**src/rtl/siso_link_controller_if.sv**
```systemverilog
// Signal bundle between siso_link_controller and its bus-side / chain-side neighbours.
// rx_parity_err is present only when SISO_LINK_PARITY_EN is defined.
interface siso_link_controller_if #(
    parameter int WIDTH = 8
);
    logic [WIDTH-1:0] tx_data;
    logic             tx_valid;
    logic             tx_ready;
    logic [WIDTH-1:0] rx_data;
    logic             rx_mismatch;
    logic             rx_valid;
    logic             rx_ready;
    logic             abort;
    logic             sr_serial_in;
    logic             sr_clear;
    logic             sr_serial_out;
    logic             busy;
`ifdef SISO_LINK_PARITY_EN
    logic             rx_parity_err;
`endif

    // Bus-side producer/consumer together with the serial chain.
    modport master (
        output tx_data,
        output tx_valid,
        output rx_ready,
        output abort,
        output sr_serial_out,
        input  tx_ready,
        input  rx_data,
        input  rx_mismatch,
        input  rx_valid,
        input  sr_serial_in,
        input  sr_clear,
        input  busy
`ifdef SISO_LINK_PARITY_EN
        , input rx_parity_err
`endif
    );

    // The link controller itself.
    modport slave (
        input  tx_data,
        input  tx_valid,
        input  rx_ready,
        input  abort,
        input  sr_serial_out,
        output tx_ready,
        output rx_data,
        output rx_mismatch,
        output rx_valid,
        output sr_serial_in,
        output sr_clear,
        output busy
`ifdef SISO_LINK_PARITY_EN
        , output rx_parity_err
`endif
    );
endinterface

```
**src/rtl/siso_link_controller.sv**
```systemverilog
// Serialises a word MSB-first through a fixed-latency shift-register chain and checks the return.
// Optional macro SISO_LINK_PARITY_EN appends an even-parity bit to every frame.
module siso_link_controller #(
    parameter int WIDTH      = 8,
    parameter int SR_LATENCY = 5
) (
    input  logic                  clk,
    input  logic                  reset_n,
    siso_link_controller_if.slave link
);
`ifdef SISO_LINK_PARITY_EN
    localparam int FRAME_W = WIDTH + 1;
`else
    localparam int FRAME_W = WIDTH;
`endif
    localparam int CNT_W = $clog2(WIDTH + SR_LATENCY + 1);
    localparam logic [CNT_W-1:0] CAP_FIRST = CNT_W'(SR_LATENCY);
    localparam logic [CNT_W-1:0] CAP_LAST  = CNT_W'(SR_LATENCY + FRAME_W - 1);
    localparam logic [CNT_W-1:0] CNT_ONE   = CNT_W'(1'b1);

    localparam logic [1:0] ST_IDLE  = 2'd0;
    localparam logic [1:0] ST_SHIFT = 2'd1;
    localparam logic [1:0] ST_DONE  = 2'd2;

`ifdef SISO_LINK_PARITY_EN
    function automatic logic even_parity(input logic [WIDTH-1:0] word);
        even_parity = ^word;
    endfunction
`endif

    logic [1:0]         state_r,       state_s;
    logic [CNT_W-1:0]   cnt_r,         cnt_s;
    logic [FRAME_W-1:0] shadow_r,      shadow_s;
    logic [WIDTH-1:0]   cmp_r,         cmp_s;
    logic [FRAME_W-2:0] rx_sh_r,       rx_sh_s;
    logic [WIDTH-1:0]   rx_data_r,     rx_data_s;
    logic               rx_mismatch_r, rx_mismatch_s;
    logic               rx_valid_r,    rx_valid_s;
    logic               tx_ready_r,    tx_ready_s;
    logic               sr_in_r,       sr_in_s;
    logic               sr_clear_r,    sr_clear_s;
    logic               busy_r,        busy_s;
    logic               clr_pend_r;
`ifdef SISO_LINK_PARITY_EN
    logic               par_err_r,     par_err_s;
`endif
    logic [FRAME_W-1:0] tx_frame_s;
    logic [FRAME_W-1:0] cap_s;
    logic [WIDTH-1:0]   cap_word_s;
    logic               abort_s;

`ifdef SISO_LINK_PARITY_EN
    assign tx_frame_s = {link.tx_data, even_parity(link.tx_data)};
    assign cap_word_s = cap_s[FRAME_W-1:1];
`else
    assign tx_frame_s = link.tx_data;
    assign cap_word_s = cap_s;
`endif
    // cap_s is the receive register as it looks after this cycle's capture.
    assign cap_s   = {rx_sh_r, link.sr_serial_out};
    assign abort_s = link.abort && (state_r != ST_IDLE);

    // Next-state and next-output computation for the transfer sequencer.
    always_comb begin
        state_s       = state_r;
        cnt_s         = cnt_r;
        shadow_s      = shadow_r;
        cmp_s         = cmp_r;
        rx_sh_s       = rx_sh_r;
        rx_data_s     = rx_data_r;
        rx_mismatch_s = rx_mismatch_r;
        rx_valid_s    = rx_valid_r;
        tx_ready_s    = tx_ready_r;
        sr_in_s       = 1'b0;
        sr_clear_s    = clr_pend_r;
`ifdef SISO_LINK_PARITY_EN
        par_err_s     = par_err_r;
`endif
        case (state_r)
            ST_IDLE: begin
                tx_ready_s = 1'b1;
                if (link.tx_valid && tx_ready_r) begin
                    state_s    = ST_SHIFT;
                    cnt_s      = {CNT_W{1'b0}};
                    shadow_s   = {tx_frame_s[FRAME_W-2:0], 1'b0};
                    cmp_s      = link.tx_data;
                    sr_in_s    = tx_frame_s[FRAME_W-1];
                    tx_ready_s = 1'b0;
                end else begin
                    state_s = ST_IDLE;
                end
            end
            ST_SHIFT: begin
                sr_in_s  = shadow_r[FRAME_W-1];
                shadow_s = {shadow_r[FRAME_W-2:0], 1'b0};
                if (cnt_r >= CAP_FIRST) begin
                    rx_sh_s = cap_s[FRAME_W-2:0];
                end else begin
                    rx_sh_s = rx_sh_r;
                end
                if (cnt_r == CAP_LAST) begin
                    state_s       = ST_DONE;
                    rx_valid_s    = 1'b1;
                    rx_data_s     = cap_word_s;
                    rx_mismatch_s = (cap_word_s != cmp_r);
`ifdef SISO_LINK_PARITY_EN
                    par_err_s     = even_parity(cap_word_s) ^ cap_s[0];
`endif
                end else begin
                    cnt_s = cnt_r + CNT_ONE;
                end
            end
            ST_DONE: begin
                if (link.rx_ready) begin
                    state_s    = ST_IDLE;
                    rx_valid_s = 1'b0;
                    tx_ready_s = 1'b1;
                end else begin
                    state_s = ST_DONE;
                end
            end
            default: begin
                state_s    = ST_IDLE;
                rx_valid_s = 1'b0;
                tx_ready_s = 1'b1;
            end
        endcase
        // Abort overrides everything, including a simultaneous rx_ready in DONE.
        if (abort_s) begin
            state_s       = ST_IDLE;
            rx_valid_s    = 1'b0;
            rx_mismatch_s = 1'b0;
            rx_data_s     = rx_data_r;
            tx_ready_s    = 1'b1;
            sr_in_s       = 1'b0;
            sr_clear_s    = 1'b1;
`ifdef SISO_LINK_PARITY_EN
            par_err_s     = 1'b0;
`endif
        end else begin
            sr_clear_s = clr_pend_r;
        end
        busy_s = (state_s != ST_IDLE);
    end

    // State and output registers; clr_pend_r stretches sr_clear one cycle past reset.
    always_ff @(posedge clk or negedge reset_n) begin
        if (!reset_n) begin
            state_r       <= ST_IDLE;
            cnt_r         <= {CNT_W{1'b0}};
            shadow_r      <= {FRAME_W{1'b0}};
            cmp_r         <= {WIDTH{1'b0}};
            rx_sh_r       <= {(FRAME_W-1){1'b0}};
            rx_data_r     <= {WIDTH{1'b0}};
            rx_mismatch_r <= 1'b0;
            rx_valid_r    <= 1'b0;
            tx_ready_r    <= 1'b1;
            sr_in_r       <= 1'b0;
            sr_clear_r    <= 1'b1;
            busy_r        <= 1'b0;
            clr_pend_r    <= 1'b1;
`ifdef SISO_LINK_PARITY_EN
            par_err_r     <= 1'b0;
`endif
        end else begin
            state_r       <= state_s;
            cnt_r         <= cnt_s;
            shadow_r      <= shadow_s;
            cmp_r         <= cmp_s;
            rx_sh_r       <= rx_sh_s;
            rx_data_r     <= rx_data_s;
            rx_mismatch_r <= rx_mismatch_s;
            rx_valid_r    <= rx_valid_s;
            tx_ready_r    <= tx_ready_s;
            sr_in_r       <= sr_in_s;
            sr_clear_r    <= sr_clear_s;
            busy_r        <= busy_s;
            clr_pend_r    <= 1'b0;
`ifdef SISO_LINK_PARITY_EN
            par_err_r     <= par_err_s;
`endif
        end
    end

    assign link.tx_ready     = tx_ready_r;
    assign link.rx_data      = rx_data_r;
    assign link.rx_mismatch  = rx_mismatch_r;
    assign link.rx_valid     = rx_valid_r;
    assign link.sr_serial_in = sr_in_r;
    assign link.sr_clear     = sr_clear_r;
    assign link.busy         = busy_r;
`ifdef SISO_LINK_PARITY_EN
    assign link.rx_parity_err = par_err_r;
`endif
endmodule

```
**src/flat_wrapper.sv**
```systemverilog
// flat-port wrapper written by rule: the top's interface ports become plain ports
module siso_link_controller_flat 
#(
    parameter int WIDTH      = 8,
    parameter int SR_LATENCY = 5
)
  (clk, reset_n, link_tx_data, link_tx_valid, link_rx_ready, link_abort, link_sr_serial_out, link_tx_ready, link_rx_data, link_rx_mismatch, link_rx_valid, link_sr_serial_in, link_sr_clear, link_busy);
  siso_link_controller_if #(.WIDTH(WIDTH)) link_i ();
  input  logic clk;
  input  logic reset_n;
  input wire logic [$bits(link_i.tx_data)-1:0] link_tx_data;
  input wire logic [$bits(link_i.tx_valid)-1:0] link_tx_valid;
  input wire logic [$bits(link_i.rx_ready)-1:0] link_rx_ready;
  input wire logic [$bits(link_i.abort)-1:0] link_abort;
  input wire logic [$bits(link_i.sr_serial_out)-1:0] link_sr_serial_out;
  output wire logic [$bits(link_i.tx_ready)-1:0] link_tx_ready;
  output wire logic [$bits(link_i.rx_data)-1:0] link_rx_data;
  output wire logic [$bits(link_i.rx_mismatch)-1:0] link_rx_mismatch;
  output wire logic [$bits(link_i.rx_valid)-1:0] link_rx_valid;
  output wire logic [$bits(link_i.sr_serial_in)-1:0] link_sr_serial_in;
  output wire logic [$bits(link_i.sr_clear)-1:0] link_sr_clear;
  output wire logic [$bits(link_i.busy)-1:0] link_busy;
  assign link_i.tx_data = link_tx_data;
  assign link_i.tx_valid = link_tx_valid;
  assign link_i.rx_ready = link_rx_ready;
  assign link_i.abort = link_abort;
  assign link_i.sr_serial_out = link_sr_serial_out;
  assign link_tx_ready = link_i.tx_ready;
  assign link_rx_data = link_i.rx_data;
  assign link_rx_mismatch = link_i.rx_mismatch;
  assign link_rx_valid = link_i.rx_valid;
  assign link_sr_serial_in = link_i.sr_serial_in;
  assign link_sr_clear = link_i.sr_clear;
  assign link_busy = link_i.busy;
  siso_link_controller #(.WIDTH(WIDTH), .SR_LATENCY(SR_LATENCY)) u_core (.clk(clk), .reset_n(reset_n), .link(link_i));
endmodule
```
**config.mk**
```make
export PLATFORM = sky130hd
export DESIGN_NAME = siso_link_controller_flat
export DESIGN_NICKNAME = d
export VERILOG_FILES = /design/src/rtl/siso_link_controller_if.sv /design/src/rtl/siso_link_controller.sv /design/src/flat_wrapper.sv
export SDC_FILE = /design/constraint.sdc
export NUM_CORES = 1
export LEC_CHECK = 0
export CAP_MARGIN = 30
export CORE_MARGIN = 1
export CORE_UTILIZATION = 60
export CTS_BUF_LIST = sky130_fd_sc_hd__clkbuf_4 sky130_fd_sc_hd__clkbuf_8
export DETAILED_ROUTE_END_ITERATION = 10
export GPL_ROUTABILITY_DRIVEN = 1
export PLACE_DENSITY = 0.87
export SYNTH_ARGS = -nofsm -noshare
export SYNTH_HDL_FRONTEND = slang
export SYNTH_SLANG_ARGS = --single-unit
export TNS_END_PERCENT = 10
```
**constraint.sdc**
```tcl
create_clock -name clk -period 2.7 [get_ports clk]
set_input_delay 0.27 -clock clk [delete_from_list [all_inputs] [get_ports clk]]
set_output_delay 0.27 -clock clk [all_outputs]
set_load 0.01 [all_outputs]
```
Word-level counts from Yosys, hierarchy flattened
Cells that the tools add are included.
Cells by class
  shift operators: 0
  mux-type cells: 25
  equality and inequality tests: 10
  divide/modulo/power cells: 0
  $add $sub $neg: 1
  multiply operators: 0
  bitwise gates (word level): 1
  order comparisons: 1
  reductions and logical operators: 16
Operator list (count)
  one-hot mux 8 bit (2 select lines): 1
  2-to-1 mux 1 bit: 13
  AND reduction 2 bit: 5
  nonzero test 2 bit: 5
  AND reduction 3 bit: 3
  2-to-1 mux 4 bit: 2
  2-to-1 mux 8 bit: 1
  inequality test 8 bit: 1
  one-hot mux 4 bit (2 select lines): 1
  2-to-1 mux 2 bit: 3
  inequality test 2 x 1 -> 1 bit, second input constant: 3
  one-hot mux 1 bit (3 select lines): 2
  one-hot mux 2 bit (3 select lines): 1
  adder 4 x 1 -> 4 bit, second input constant: 1
  equality test 4 bit, second input constant: 1
  greater-or-equal comparator 4 x 3 -> 1 bit, second input constant: 1
  inequality test 3 x 1 -> 1 bit, second input constant: 1
  inequality test 3 x 2 -> 1 bit, second input constant: 1
  equality test 2 x 1 -> 1 bit, second input constant: 1
  equality test 2 bit, second input constant: 1
  logical AND 1 bit: 2
  logical NOT 2 bit: 1
  inequality test 2 bit, second input constant: 1
  one-hot mux 1 bit (2 select lines): 1
  NOT 1 bit: 1
Storage, ports and cells
  RAM bits: 0
  latch bits: 0
  register bits: 44
  bits in read-only memories: 0
  memories kept: 0
  output and inout port bits: 14
  input port bits: 14
  logic and storage cells: 67

Depth between registers and ports, before layout
Gate-level depths: netlist of the first run.
  depth after elaboration: 5
  depth in mapped cells: 6
  depth with buffers taken out: 6

Worst setup path before layout of the first run
No wires, ideal clock.
  path type: register to register
  start: register u_core.cnt_r[0]
  end: register u_core.rx_data_r[0], in the netlist u_core.link.rx_data[0]
  setup slack: 1.049 ns
  arrival: 1.526 ns
  buffers on the path: 1
  required time: 2.575 ns
  period minus slack after synthesis: 1.651 ns
  cell stages (with the launch flop): 7
  library setup time: 0.125 ns
  cell sequence: dfrtp_1 -> inv_1 -> ha_1 -> nand3_1 -> or3_1 -> buf_6 -> mux2_4
Between the ends
  cells in the longest elaborated chain, start to end: 2
Ends and longest elaborated chain
  start, declared: RTL line siso_link_controller.sv:32  | logic [CNT_W-1:0] cnt_r, cnt_s;
  start signal, assigned: RTL line siso_link_controller.sv:150  | cnt_r <= {CNT_W{1'b0}};
  start signal, assigned: RTL line siso_link_controller.sv:167  | cnt_r <= cnt_s;
  equality test 4 bit: RTL line siso_link_controller.sv:101  | if (cnt_r == CAP_LAST) begin
  AND reduction 3 bit (no line)
  end signal, assigned: RTL line siso_link_controller.sv:154  | rx_data_r <= {WIDTH{1'b0}};
  end signal, assigned: RTL line siso_link_controller.sv:171  | rx_data_r <= rx_data_s;
  end, declared: RTL line siso_link_controller.sv:36  | logic [WIDTH-1:0] rx_data_r, rx_data_s;
No other way between the ends.
A chain may end at the register's enable or synchronous reset.

Final worst setup path of the first run
  start: register u_core.cnt_r[0]
  end: register u_core.rx_data_r[5], in the netlist u_core.link.rx_data[5]
The elaborated chain is that of the path after synthesis.

==> impl_metrics.yaml, run 1 <==
critical_path:
  crit_type: "register to register"
  r2r_setup_slack_ns: 0.74
  reg2reg_to: "u_core.link.rx_data[5]"
  end_kind: "register"
  reg2reg_from: "u_core.cnt_r[0]"
  crit_path_start_kind: "register"
  cp.arrival_ns: 2.20
  worst-r2r-cell-count: 5
  critical_path_peak_fanout: 10
  crit_required_ns: 2.93
yosys:
  synth_nets: 169
  yosysUniqueCellTypes: 38
  yosys-top-cells-area: "dfrtp_1 (53%), mux2_4 (6.3%), mux2_2 (4.7%)"
  synth_top_area_cell: "dfrtp_1"
  synth_edf_count: 0
  synthFlopType: "dfrtp_1"
  postSynthAreaPerCell_um2: 12.5
  syn_area_um2: 1910
  ys_warn_count: 0
  synth-seq-cells: 43
  synth_top_area_frac: 0.525
  synth-async-reset-ratio: 1.00
  seq_area_frac_synth: 0.567
  syn_inst: 152
final_layout:
  area_growth_pct: 18.8
  drive_above_1_share: 0.182
  final_cell_mix: "dfrtp_1 (40), clkdlybuf4s50_1 (26), nand2_1 (10)"
  multi_input_area_um2: 773
  fin_nets: 197
  finalNonFillerCells: 225
  nFillCells: 204
  final_common_cell: "dfrtp_1"
  seq_area_um2: 1080
  diodes: 0
timing:
  setup-violations-final: 0
  fin_setup_tns_ns: 0
  hold_viol: 0
  finalCritPeriodShare: 0.727
  worstMarginPinSlew_ns: 0.902
  maxSlewViolCount: 0
  relSlewSlack: 0.399
  fin_crit_ns: 1.96
  fmax_mhz: 509
  setup_ws_ns: 0.737
  clock_skew_ns: 0.00882
  rsz0062_at_grt: "false"
die:
  dieArea_um2: 3410
  io-pin-count: 28
  fp.dieW_um: 58.4
  coreArea_um2: 3030
  die_h_um: 58.4
  rows: 20
  start_util: 0.629
pwr:
  ir_drop_mv: 0.572
  power_density_nw_per_um2: 918
  design_power_total_w: 0.00208
  leakage_nw: 1.07
placement:
  dpl.cell_count: 217
  dp_hpwl_mm: 2.46
  dp_slack_ns: 0.696
  io_buffers: 27
  routabilityCongestion: 0.786
route:
  dr_total_vias: 1238
  route.detailed.drc: 0
  wl_per_cell_um: 14.5
  routed_wl_mm: 3.25
  first_pass_iters: 4
  ant_nets: 0
  drt-vias-per-instance: 5.50
  drt_iter0_markers: 39
clock_network:
  ctsHoldBuffers: 0
  clkSinkCount: 43
  cts_tree: "yes"
  cts_setup_buffers: 0
  clk_latency_ns: 0.34
  cts_made_buffers: 5
  clk_pin_slew_worst_paths_ns: 0.12
  cts_root_buf: "clkbuf_4"
  clock_path_buffers: 2
  cts.htree.levels: 2
  post_cts_resized: 0
grt:
  grt_pass1_wl_mm: 5.44
  antenna_found_initial: 0
  first_global_vias: 1203
  grt_overflow: 0
  grt_max_degree: 44
  grt.total_usage: 0.221
hold_path:
  min_path_type: "input pin to asynchronous set/reset pin"
flow_run:
  maxCapViolations: 0
status:
  status: "finished clean"
## synth_stat cells (2+ instances only)
cell type	instances
a22o_1	2
nor2_1	9
mux2_2	8
nand2_1	10
xnor2_1	9
nand2b_1	3
ha_1	3
a21oi_1	2
dfrtp_1	40
a221o_1	6
dfstp_2	3
o31ai_1	2
clkbuf_1	2
inv_1	3
a21o_1	6
mux2_4	8
nand4_1	2
nand3_1	3
and2_1	6
o21ai_0	4
or3_1	2
buf_2	3
## layer usage
| metal | routed length, um | share of wire | vias to the layer above | track usage |
|---|---|---|---|---|
| li1 | - | - | 591 | - |
| met1 | 1470 | 0.45 | 606 | 0.280 |
| met2 | 1590 | 0.49 | 34 | 0.356 |
| met3 | 137 | 0.042 | 7 | 0.0659 |
| met4 | 53 | 0.016 | 0 | 0.0918 |
| met5 | 0 | 0 | - | 0 |
## cell families after synthesis
group / count (synthesis) / share of synthesized area
muxes: 16 / 0.110
buffers and inverters: 10 / 0.0276
DFF: 43 / 0.567
other: 1 / 0.00197
xor gates and xnor gates: 10 / 0.0460
adders and majority gates: 3 / 0.0197
AOI/OAI and AO/OA: 26 / 0.104
and+or+nand+nor: 43 / 0.123
## worst max path at each step
stage                                from                endpoint  slack [ns]  depth (start not counted)
after global routing      u_core.cnt_r[1]  u_core.link.rx_data[5]        0.63                          5
after detailed placement       link_abort  u_core.link.rx_data[5]        0.70                          3
after CTS                 u_core.cnt_r[1]  u_core.link.rx_data[5]        0.76                          5
after floorplan           u_core.cnt_r[0]  u_core.link.rx_data[0]        1.05                          6
final                     u_core.cnt_r[0]  u_core.link.rx_data[5]        0.74                          5
after global placement         link_abort  u_core.link.rx_data[4]        0.74                          3
## cell type report
class | instances | area share
multi-input cells | 99 | 0.341
repair buffers | 28 | 0.120
well taps | 44 | 0.0243
inverters | 3 | 0.00497
clock buffers | 8 | 0.0320
flip-flops and latches | 43 | 0.477
## sequential cells by signal, indices dropped and copies added, names as in the netlist
name                      flops
u_core.state_r                2
u_core.clr_pend_r             1
u_core.link.busy              1
u_core.link.sr_serial_in      1
u_core.shadow_r               7
u_core.link.sr_clear          1
u_core.cnt_r                  4
u_core.link.tx_ready          1
u_core.link.rx_valid          1
u_core.link.rx_data           8
u_core.rx_sh_r                7
u_core.link.rx_mismatch       1
u_core.cmp_r                  8
## worst max-delay path, cell delays in order (launching register included)
cell and delay (ns):
dfrtp_1 0.45, inv_1 0.08, ha_1 0.20, nand3_1 0.13, or3_1 0.61, mux2_4 0.38
## power breakdown
group          switching [W]  internal (W)  total, W
clock network       0.000191      0.000163  0.000354
registers           0.000188      0.000859   0.00105
logic               0.000302      0.000375  0.000677
total               0.000681       0.00140   0.00208
## through the flow
stage | cell area, um2 | utilization | hold WS [ns]
2_1_floorplan | 1910 | - | -0.0256
3_3_place_gp | 2190 | 0.724 | 0.431
3_5_place_dp | 2190 | 0.724 | 0.442
4_1_cts | 2260 | 0.748 | 0.0551
5_1_grt | 2260 | 0.748 | 0.0974
6_report | 2260 | 0.748 | 0.0348
No activity file was read; power rests on OpenSTA's default activity.
==> run 2, diff against run 1 <==
CORE_UTILIZATION = 55   (was 60)
PLACE_DENSITY = 0.81   (was 0.87)
clock period = 2 ns   (was 2.7 ns; I/O delays follow)
==> impl_metrics.yaml, run 2 (synthesis results as in run 1) <==
final_layout:
  nFillCells: 260
  fin_nets: 204
  area_growth_pct: 21.9
  post-route-util: 0.696
  final_cell_mix: "dfrtp_1 (40), clkdlybuf4s50_1 (26), nand2_1 (10)"
  fin_area_um2: 2320
  final_common_cell: "dfrtp_1"
  drive_above_1_share: 0.209
  diodes: 0
route:
  route.detailed.drc: 0
  ant_nets: 0
  routed_wl_mm: 3.22
  drt-vias-per-instance: 5.34
  first_pass_iters: 6
  drt_iter0_markers: 64
  wl_per_cell_um: 13.8
  dr_total_vias: 1245
timing:
  holdWs_ns: 0.332
  rsz0062_at_grt: "false"
  finalCritPeriodShare: 0.881
  fin_crit_ns: 1.76
  setup-violations-final: 0
  clock_skew_ns: 0.0133
  hold_viol: 0
  setup_ws_ns: 0.237
  fmax_mhz: 567
  fin_setup_tns_ns: 0
  maxSlewViolCount: 0
critical_path:
  reg2reg_from: "u_core.cnt_r[0]"
  cp_slowest_stage_delay_ns: 0.49
  crit_path_start_kind: "register"
  critical_path_buf_inv_count: 1
  critical_path.top_delay_family: "simple AND/OR/NAND/NOR gates"
  crit_path_cell_trace: "inv_1 -> ha_1 -> nand3_1 -> or3_4 -> mux2_4"
  r2r_setup_slack_ns: 0.24
  reg2reg_to: "u_core.link.rx_data[3]"
  crit_slowest_cell: "or3_4"
  cp.arrival_ns: 2.02
  end_kind: "register"
  worst-r2r-cell-count: 5
  crit_required_ns: 2.25
  critical_path_peak_fanout: 10
  crit_type: "register to register"
clock_network:
  cts_made_buffers: 5
  clkSinkCount: 43
  cts.htree.levels: 2
  clk_latency_ns: 0.35
  cts_tree: "yes"
  cts_setup_buffers: 0
  clk_pin_slew_worst_paths_ns: 0.11
  clock_path_buffers: 2
  cts_root_buf: "clkbuf_4"
pwr:
  combPwrFrac: 0.349
  power_density_nw_per_um2: 1200
  switching_power_w: 0.000909
  swShare: 0.327
  clockPowerShare: 0.151
  seq_power_share: 0.500
  p_int_w: 0.00187
  ir_drop_mv: 0.602
  leakage_nw: 1.10
die:
  start_util: 0.571
  dieArea_um2: 3700
  io-pin-count: 28
  rows: 21
  coreArea_um2: 3340
  fp.dieW_um: 60.9
  die_h_um: 60.9
grt:
  antenna_found_initial: 0
  grt_overflow: 0
  grt.total_usage: 0.207
  grt_max_degree: 44
  grt_pass1_wl_mm: 5.44
  first_global_vias: 1188
placement:
  dp_hpwl_mm: 2.38
  routabilityCongestion: 0.834
  dp_slack_ns: 0.0812
  io_buffers: 27
  placed_area_um2: 2250
hold_path:
  min_path_type: "input pin to asynchronous set/reset pin"
flow_run:
  maxCapViolations: 0
status:
  status: "finished clean"
run 2: changes by cell type in the layout (fill, tap and decap cells not counted):
cell           delta
dlygate4sd3_1     +1
clkbuf_4          -1
clkinv_2          +1
or3_4             +1
buf_4             +5
buf_12            +1
or3_1             -1
clkbuf_8          -1
run 2: final cells by class:
class	count	area, um2	share of cell area
clock inverters	1	5.00	0.00215
repair buffers	35	340	0.146
flip-flops and latches	43	1080	0.465
inverters	3	11.3	0.00485
clock buffers	6	51.3	0.0221
multi-input cells	99	778	0.335
well taps	46	57.6	0.0248
run 2: routing by layer:
layer  track usage  up-vias  routed length (um)
li1              -      601                   -
met5             0        -                   0
met1         0.273      613                1500
met3        0.0384        7                  89
met2         0.319       24                1540
met4         0.127        0                  83
run 2: worst max path at each step:
| stage | startpoint | to | slack, ns | cells past startpoint |
|---|---|---|---|---|
| after floorplan | u_core.cnt_r[0] | u_core.link.rx_data[0] | 0.35 | 6 |
| after global placement | u_core.cnt_r[0] | u_core.link.rx_data[2] | 0.16 | 5 |
| after detailed placement | u_core.cnt_r[0] | u_core.link.rx_data[3] | 0.08 | 5 |
| after CTS | u_core.cnt_r[0] | u_core.link.rx_data[6] | 0.08 | 5 |
| after global routing | u_core.cnt_r[1] | u_core.link.rx_data[7] | 0.14 | 5 |
| final | u_core.cnt_r[0] | u_core.link.rx_data[3] | 0.24 | 5 |
run 2: stage by stage:
stage               instances  total power, W
floorplan                 152         0.00205
global placement          225         0.00232
detailed placement        225         0.00238
CTS                       233         0.00280
global route              233         0.00298
finish                    233         0.00278
run 2: repair_timing:
| item | CTS | global route |
|---|---|---|
| hold endpoints to repair | 40 | 0 |
| hold buffers | 1 | 0 |
| gates resized for setup | 0 | 1 |
| setup endpoints to repair | 0 | 8 |
run 2: power by group through the flow:
stage	logic, W	registers [W]	clock network [W]
floorplan	0.000673	0.00137	0
global placement	0.000938	0.00139	0
detailed placement	0.000967	0.00141	0
CTS	0.000976	0.00139	0.000432
global route	0.00109	0.00142	0.000473
finish	0.000970	0.00139	0.000419
run 2: worst register-to-register path, cell delays in order, from the launching register on:
cell and delay, ns:
dfrtp_1 0.45, inv_1 0.09, ha_1 0.19, nand3_1 0.13
or3_4 0.49, mux2_4 0.33
==> variant 1 (config.mk and constraints of run 2) <==
`SR_LATENCY` is set to 5 in 2 places; all go to 10.
--- a/src/rtl/siso_link_controller.sv
+++ b/src/rtl/siso_link_controller.sv
@@ -2,7 +2,7 @@
 // Optional macro SISO_LINK_PARITY_EN appends an even-parity bit to every frame.
 module siso_link_controller #(
     parameter int WIDTH      = 8,
-    parameter int SR_LATENCY = 5
+    parameter int SR_LATENCY = 10
 ) (
     input  logic                  clk,
     input  logic                  reset_n,
--- a/src/flat_wrapper.sv
+++ b/src/flat_wrapper.sv
@@ -2,7 +2,7 @@
 module siso_link_controller_flat 
 #(
     parameter int WIDTH      = 8,
-    parameter int SR_LATENCY = 5
+    parameter int SR_LATENCY = 10
 )
   (clk, reset_n, link_tx_data, link_tx_valid, link_rx_ready, link_abort, link_sr_serial_out, link_tx_ready, link_rx_data, link_rx_mismatch, link_rx_valid, link_sr_serial_in, link_sr_clear, link_busy);
   siso_link_controller_if #(.WIDTH(WIDTH)) link_i ();
Check against the original RTL: no difference found for any inputs over 10 cycles, from zero or initial values and one cycle with reset_n low; that may be too few to reach the edited logic, so the function may still have changed.
==> variant 1 against run 2 <==
  * Combinational power is 15% lower
  * Worst hold slack lost 0.0041 ns
  * Critical path type unchanged
  * Sequential share of layout area is 0.12 points lower
  * Wire length up 12%
  * Fmax decreased by 2.0%
  * Non-clock buffer count is 2 lower
  * Area after synthesis up 4.1%
  * Largest power group unchanged
  * Worst setup slack got worse by 0.036 ns
  * Sequential cell count increased by 1
  * First-iteration DRC count down 6.3%
  * Cell area up 2.6%
  * Total power down 0.88%
  * Global-route usage rose by 0.99 points
  * Critical endpoint is now u_core.rx_sh_r[1]
==> variant 1: results (changes against run 2) <==
| Metric | Value |
|---|---|
| Area contributors post-synth | `dfrtp_1 (52%), mux2_4 (6.1%), dfstp_2 (4.0%)` |
| R2r setup slk | `0.20 ns (-0.04 ns)` |
| Max incr delay on CP | `0.47 ns (-0.02 ns)` |
| HPWL after DPL | `2700 um (+13%)` |
| Worst skew pair latency | `0.36 ns` |
| Slew Limit Fails | `0 (unchanged)` |
| Hold WC Path Type | `input port to asynchronous set/reset pin` |
| Worst-path clk slew | `0.12 ns` |
| Slowest CP cell | `dfrtp_1` |
| CP top delay family | `compound AO/OA/AOI/OAI gates` |
| GP Congestion | `0.718 (-14%)` |
| Peak supply drop | `0.696 mV (+16%)` |
| Max Clock Skew | `0.00770 ns (-0.00560 ns)` |
| Net Count, Synth | `170 (+0.59%)` |
| Placed instance area | `2290 um2 (+1.8%)` |
| Vias in the first global route | `1229 (+3.5%)` |
| CTS buffer count | `5 (unchanged)` |
| Library cells used by synthesis | `41 (+7.9%)` |
| Share of cells above drive strength 1 | `21.4% (+0.53 points)` |
| Async SR Flop Fraction | `100% (unchanged)` |
| Status | `completed` |
| # resized after CTS | `0 (unchanged)` |
| Worst slack, placed | `0.232 ns (+0.150 ns)` |
| Least-Margin Pin Slew | `0.516 ns` |
| Worst hold slack | `0.328 ns (-0.00408 ns)` |
| Pleak | `0.00114 uW (+3.3%)` |
| Sequential area share after synthesis | `55.7% (-0.99 points)` |
| Initial DRC Count | `60 (-6.3%)` |
| Yosys warns | `0 (unchanged)` |
| Placed insts | `224 (-0.44%)` |
| TritonRoute pass-1 iters | `4 (-2)` |
| Commonest cells in the netlist | `dfrtp_1 (41), nand2_1 (10), mux2_4 (8), xnor2_1 (8)` |
| Clk buf depth | `2 (unchanged)` |
| First-pass GRT wire length | `5790 um (+6.3%)` |
| I/O Buffers | `27 (unchanged)` |
| Overflow after GRT | `0 (unchanged)` |
| Final Critical Period | `1.80 ns (+0.0360 ns)` |
| Crit path max fanout | `7 (-3)` |
| Post-CTS setup buffer count | `0 (unchanged)` |
| WL/cell | `15.4 um (+12%)` |
| Largest net degree at the start of global routing | `26 (-41%)` |
| Routed WL | `3590 um (+12%)` |
| Antenna violations before repair | `0 (unchanged)` |
| Nets | `203 (-0.49%)` |
| Dominant synthesized flop cell | `dfrtp_1` |
| Overall global routing resource usage | `21.7% (+0.99 points)` |
| CTS Root Cell | `clkbuf_4` |
| H-Tree Level Count | `2 (unchanged)` |
| Setup TNS | `0 ns (unchanged)` |
| Syn Area/Cell | `13.0 um2 (+3.5%)` |
| Drt via density | `5.50 (+2.9%)` |
[variant 1: cell count changes in the layout (fill, tap and decap cells not counted), sizes merged, moves of 2 or more]
cell    delta
nand3b     +2
nand4      +2
nor2       -2
or3        -2
buf        -2
o21ai      +2
[variant 1: worst register-to-register path: stages, from the launching register on]
cell and delay (ns):
dfrtp_1 0.47, inv_1 0.07, ha_1 0.20, o31a_1 0.32, o21ai_4 0.26, mux2_2 0.38
[variant 1: path summary, 6_finish.rpt]
| kind | from | endpoint | cells past startpoint |
|---|---|---|---|
| max | u_core.cnt_r[0] | u_core.rx_sh_r[1] | 5 |
| min | reset_n | u_core.rx_sh_r[1] | 2 |
| max reg2reg | u_core.cnt_r[0] | u_core.rx_sh_r[1] | 5 |
| min reg2reg | u_core.clr_pend_r | u_core.link.sr_clear | 1 |
| max in group asynchronous | reset_n | u_core.link.tx_ready | 3 |
| min in group clk | link_tx_data[7] | u_core.cmp_r[7] | 3 |
[variant 1: final cells by class]
| class | instances | area (um2) |
|---|---|---|
| well taps | 46 | 57.6 |
| fillers | 231 | 1010 |
| repair buffers | 33 | 313 |
| inverters | 3 | 11.3 |
| flip-flops and latches | 44 | 1100 |
| clock inverters | 2 | 35.0 |
| multi-input cells | 99 | 817 |
| clock buffers | 6 | 45.0 |
[variant 1: logic make-up after synthesis]
kind of cell / share of synthesized area [%]
buffers and inverters: 3.15
adders and majority gates: 1.89
DFF: 55.7
other: 0.189
xor gates and xnor gates: 4.41
and+or+nand+nor: 13.0
AOI/OAI and AO/OA: 11.7
muxes: 10.0
[variant 1: metrics by stage]
step                      utilization, %  power [uW]
final                               70.3        2760
after detailed placement            67.7        2220
after global placement              67.7        2150
after floorplan                        -        1920
after global routing                70.3        2930
after CTS                           70.3        2770
[variant 1: metal layers]
metal | routed length, um | track usage (%) | vias up
met5 | 0 | 0 | -
met2 | 1800 | 35.4 | 33
met4 | 55 | 7.62 | 0
met1 | 1590 | 27.1 | 633
met3 | 152 | 7.04 | 7
li1 | - | - | 608
[variant 1: report_power, final]
| part | switching (uW) | internal, uW |
|---|---|---|
| Combinational | 378 | 446 |
| Sequential | 225 | 1150 |
| Clock | 277 | 276 |
| Total | 881 | 1870 |
==> variant 2 (flow settings as in run 2) <==
Made on the original files. Reset style: synchronous (`reset_n`), changed in one clocked block.
--- a/src/rtl/siso_link_controller.sv
+++ b/src/rtl/siso_link_controller.sv
@@ -144,7 +144,7 @@
     end
 
     // State and output registers; clr_pend_r stretches sr_clear one cycle past reset.
-    always_ff @(posedge clk or negedge reset_n) begin
+    always_ff @(posedge clk) begin
         if (!reset_n) begin
             state_r       <= ST_IDLE;
             cnt_r         <= {CNT_W{1'b0}};
Check against the original RTL: differs if reset_n is asserted again (counterexample within 4 cycles, from zero or initial values and one cycle with reset_n low); with reset_n held inactive, the same outputs for 10 cycles.
==> variant 2 against run 2 <==
  * The flow now finishes with violations (design-rule violations)
  * Sequential cell count is the same
  * Area after synthesis fell by 11%
  * Worst hold slack improved by 0.075 ns
  * Critical path depth is 1 higher
  * Cell area shrank 8.5%
  * Utilization grew 4.9 points
  * Worst setup slack better by 0.071 ns
  * Fmax increased by 4.2%
  * Wire length rose by 16%
  * Largest cell class unchanged
Power is not compared: it rests on default switching activity, and its combinational part moved more than twofold at a synthesized area within 25%.
==> variant 2: results (changes against run 2) <==
| Metric | Value |
|---|---|
| Status | `finished with violations` |
| Failing checks | `design-rule violations` |
| Area share of the largest cell type after synthesis | `50.6% (-2.0 points)` |
| WL/cell | `14.6 um (+5.8%)` |
| Sequential area share after synthesis | `50.6% (-6.1 points)` |
| First-pass GRT wire length | `6360 um (+17%)` |
| Xor/xnor share of the synthesized area | `4.63% (+0.033 points)` |
| Met1 usage | `29.6% (+2.4 points)` |
| Vias in the first global route | `1480 (+25%)` |
| Hold WC Path Type | `input port to register` |
| Overall global routing resource usage | `25.7% (+5.0 points)` |
| Library cells used by synthesis | `29 (-24%)` |
| R2r setup slk | `0.31 ns (+0.07 ns)` |
| Crit path DAT | `1.95 ns (-0.07 ns)` |
| Share of cells above drive strength 1 | `8.00% (-13 points)` |
| Nets | `241 (+18%)` |
| Largest net degree at the start of global routing | `26 (-41%)` |
| Max incr delay on CP | `0.44 ns (-0.05 ns)` |
| Adder-cell area share of the yosys netlist | `2.20% (+0.23 points)` |
| Dominant synthesized flop cell | `dfxtp_1` |
| DRC | `1 (+1)` |
| Drt via density | `5.69 (+6.5%)` |
| Placed instance area | `2020 um2 (-10%)` |
| Start of the worst register-to-register path | `u_core.cnt_r[0]` |
| Crit path max fanout | `8 (-2)` |
==> variant 2: cell types whose count changed after synthesis, moves of 5 or more <==
| cell | run 2 | this run |
|---|---|---|
| dfxtp_1 | 0 | 43 |
| dfrtp_1 | 40 | 0 |
| nand2_1 | 10 | 35 |
| a21oi_1 | 2 | 23 |
| o21ai_0 | 4 | 13 |
| mux2_2 | 8 | 0 |
| mux2_4 | 8 | 0 |
| mux2i_1 | 0 | 8 |
| a31oi_1 | 0 | 7 |
| a221o_1 | 6 | 0 |
| and2_1 | 6 | 0 |
| nand3_1 | 3 | 9 |
| a21o_1 | 6 | 1 |
==> variant 2: metrics by stage <==
stage | cells | power [uW] | hold slack [ns] | worst slack, ns
finish | 256 | 1800 | 0.406 | 0.309
global route | 256 | 1870 | 0.418 | 0.184
CTS | 256 | 1810 | 0.398 | 0.296
detailed placement | 248 | 1140 | 0.410 | 0.300
global placement | 248 | 1130 | 0.402 | 0.380
floorplan | 193 | 1050 | 0.340 | 0.523
==> variant 2: worst max path at each step <==
| stage | to | startpoint | cells after the start |
|---|---|---|---|
| final | u_core.link.rx_data[6] | u_core.cnt_r[0] | 6 |
| after global routing | u_core.link.rx_data[7] | u_core.cnt_r[0] | 6 |
| after CTS | u_core.link.rx_data[6] | u_core.cnt_r[0] | 6 |
| after detailed placement | u_core.shadow_r[2] | link_tx_valid | 6 |
| after global placement | u_core.shadow_r[2] | link_tx_valid | 6 |
| after floorplan | u_core.link.rx_data[0] | u_core.cnt_r[0] | 6 |
==> variant 2: layout make-up <==
cell class                 count  area (um2)  share of cell area [%]
inverter                       5        18.8                   0.882
sequential                    43         861                    40.5
tap                           31        38.8                    1.82
timing repair buffer          31         313                    14.7
clock inverter                 3        67.6                    3.18
clock buffer                   5        37.5                    1.76
multi-input combinational    138         791                    37.2
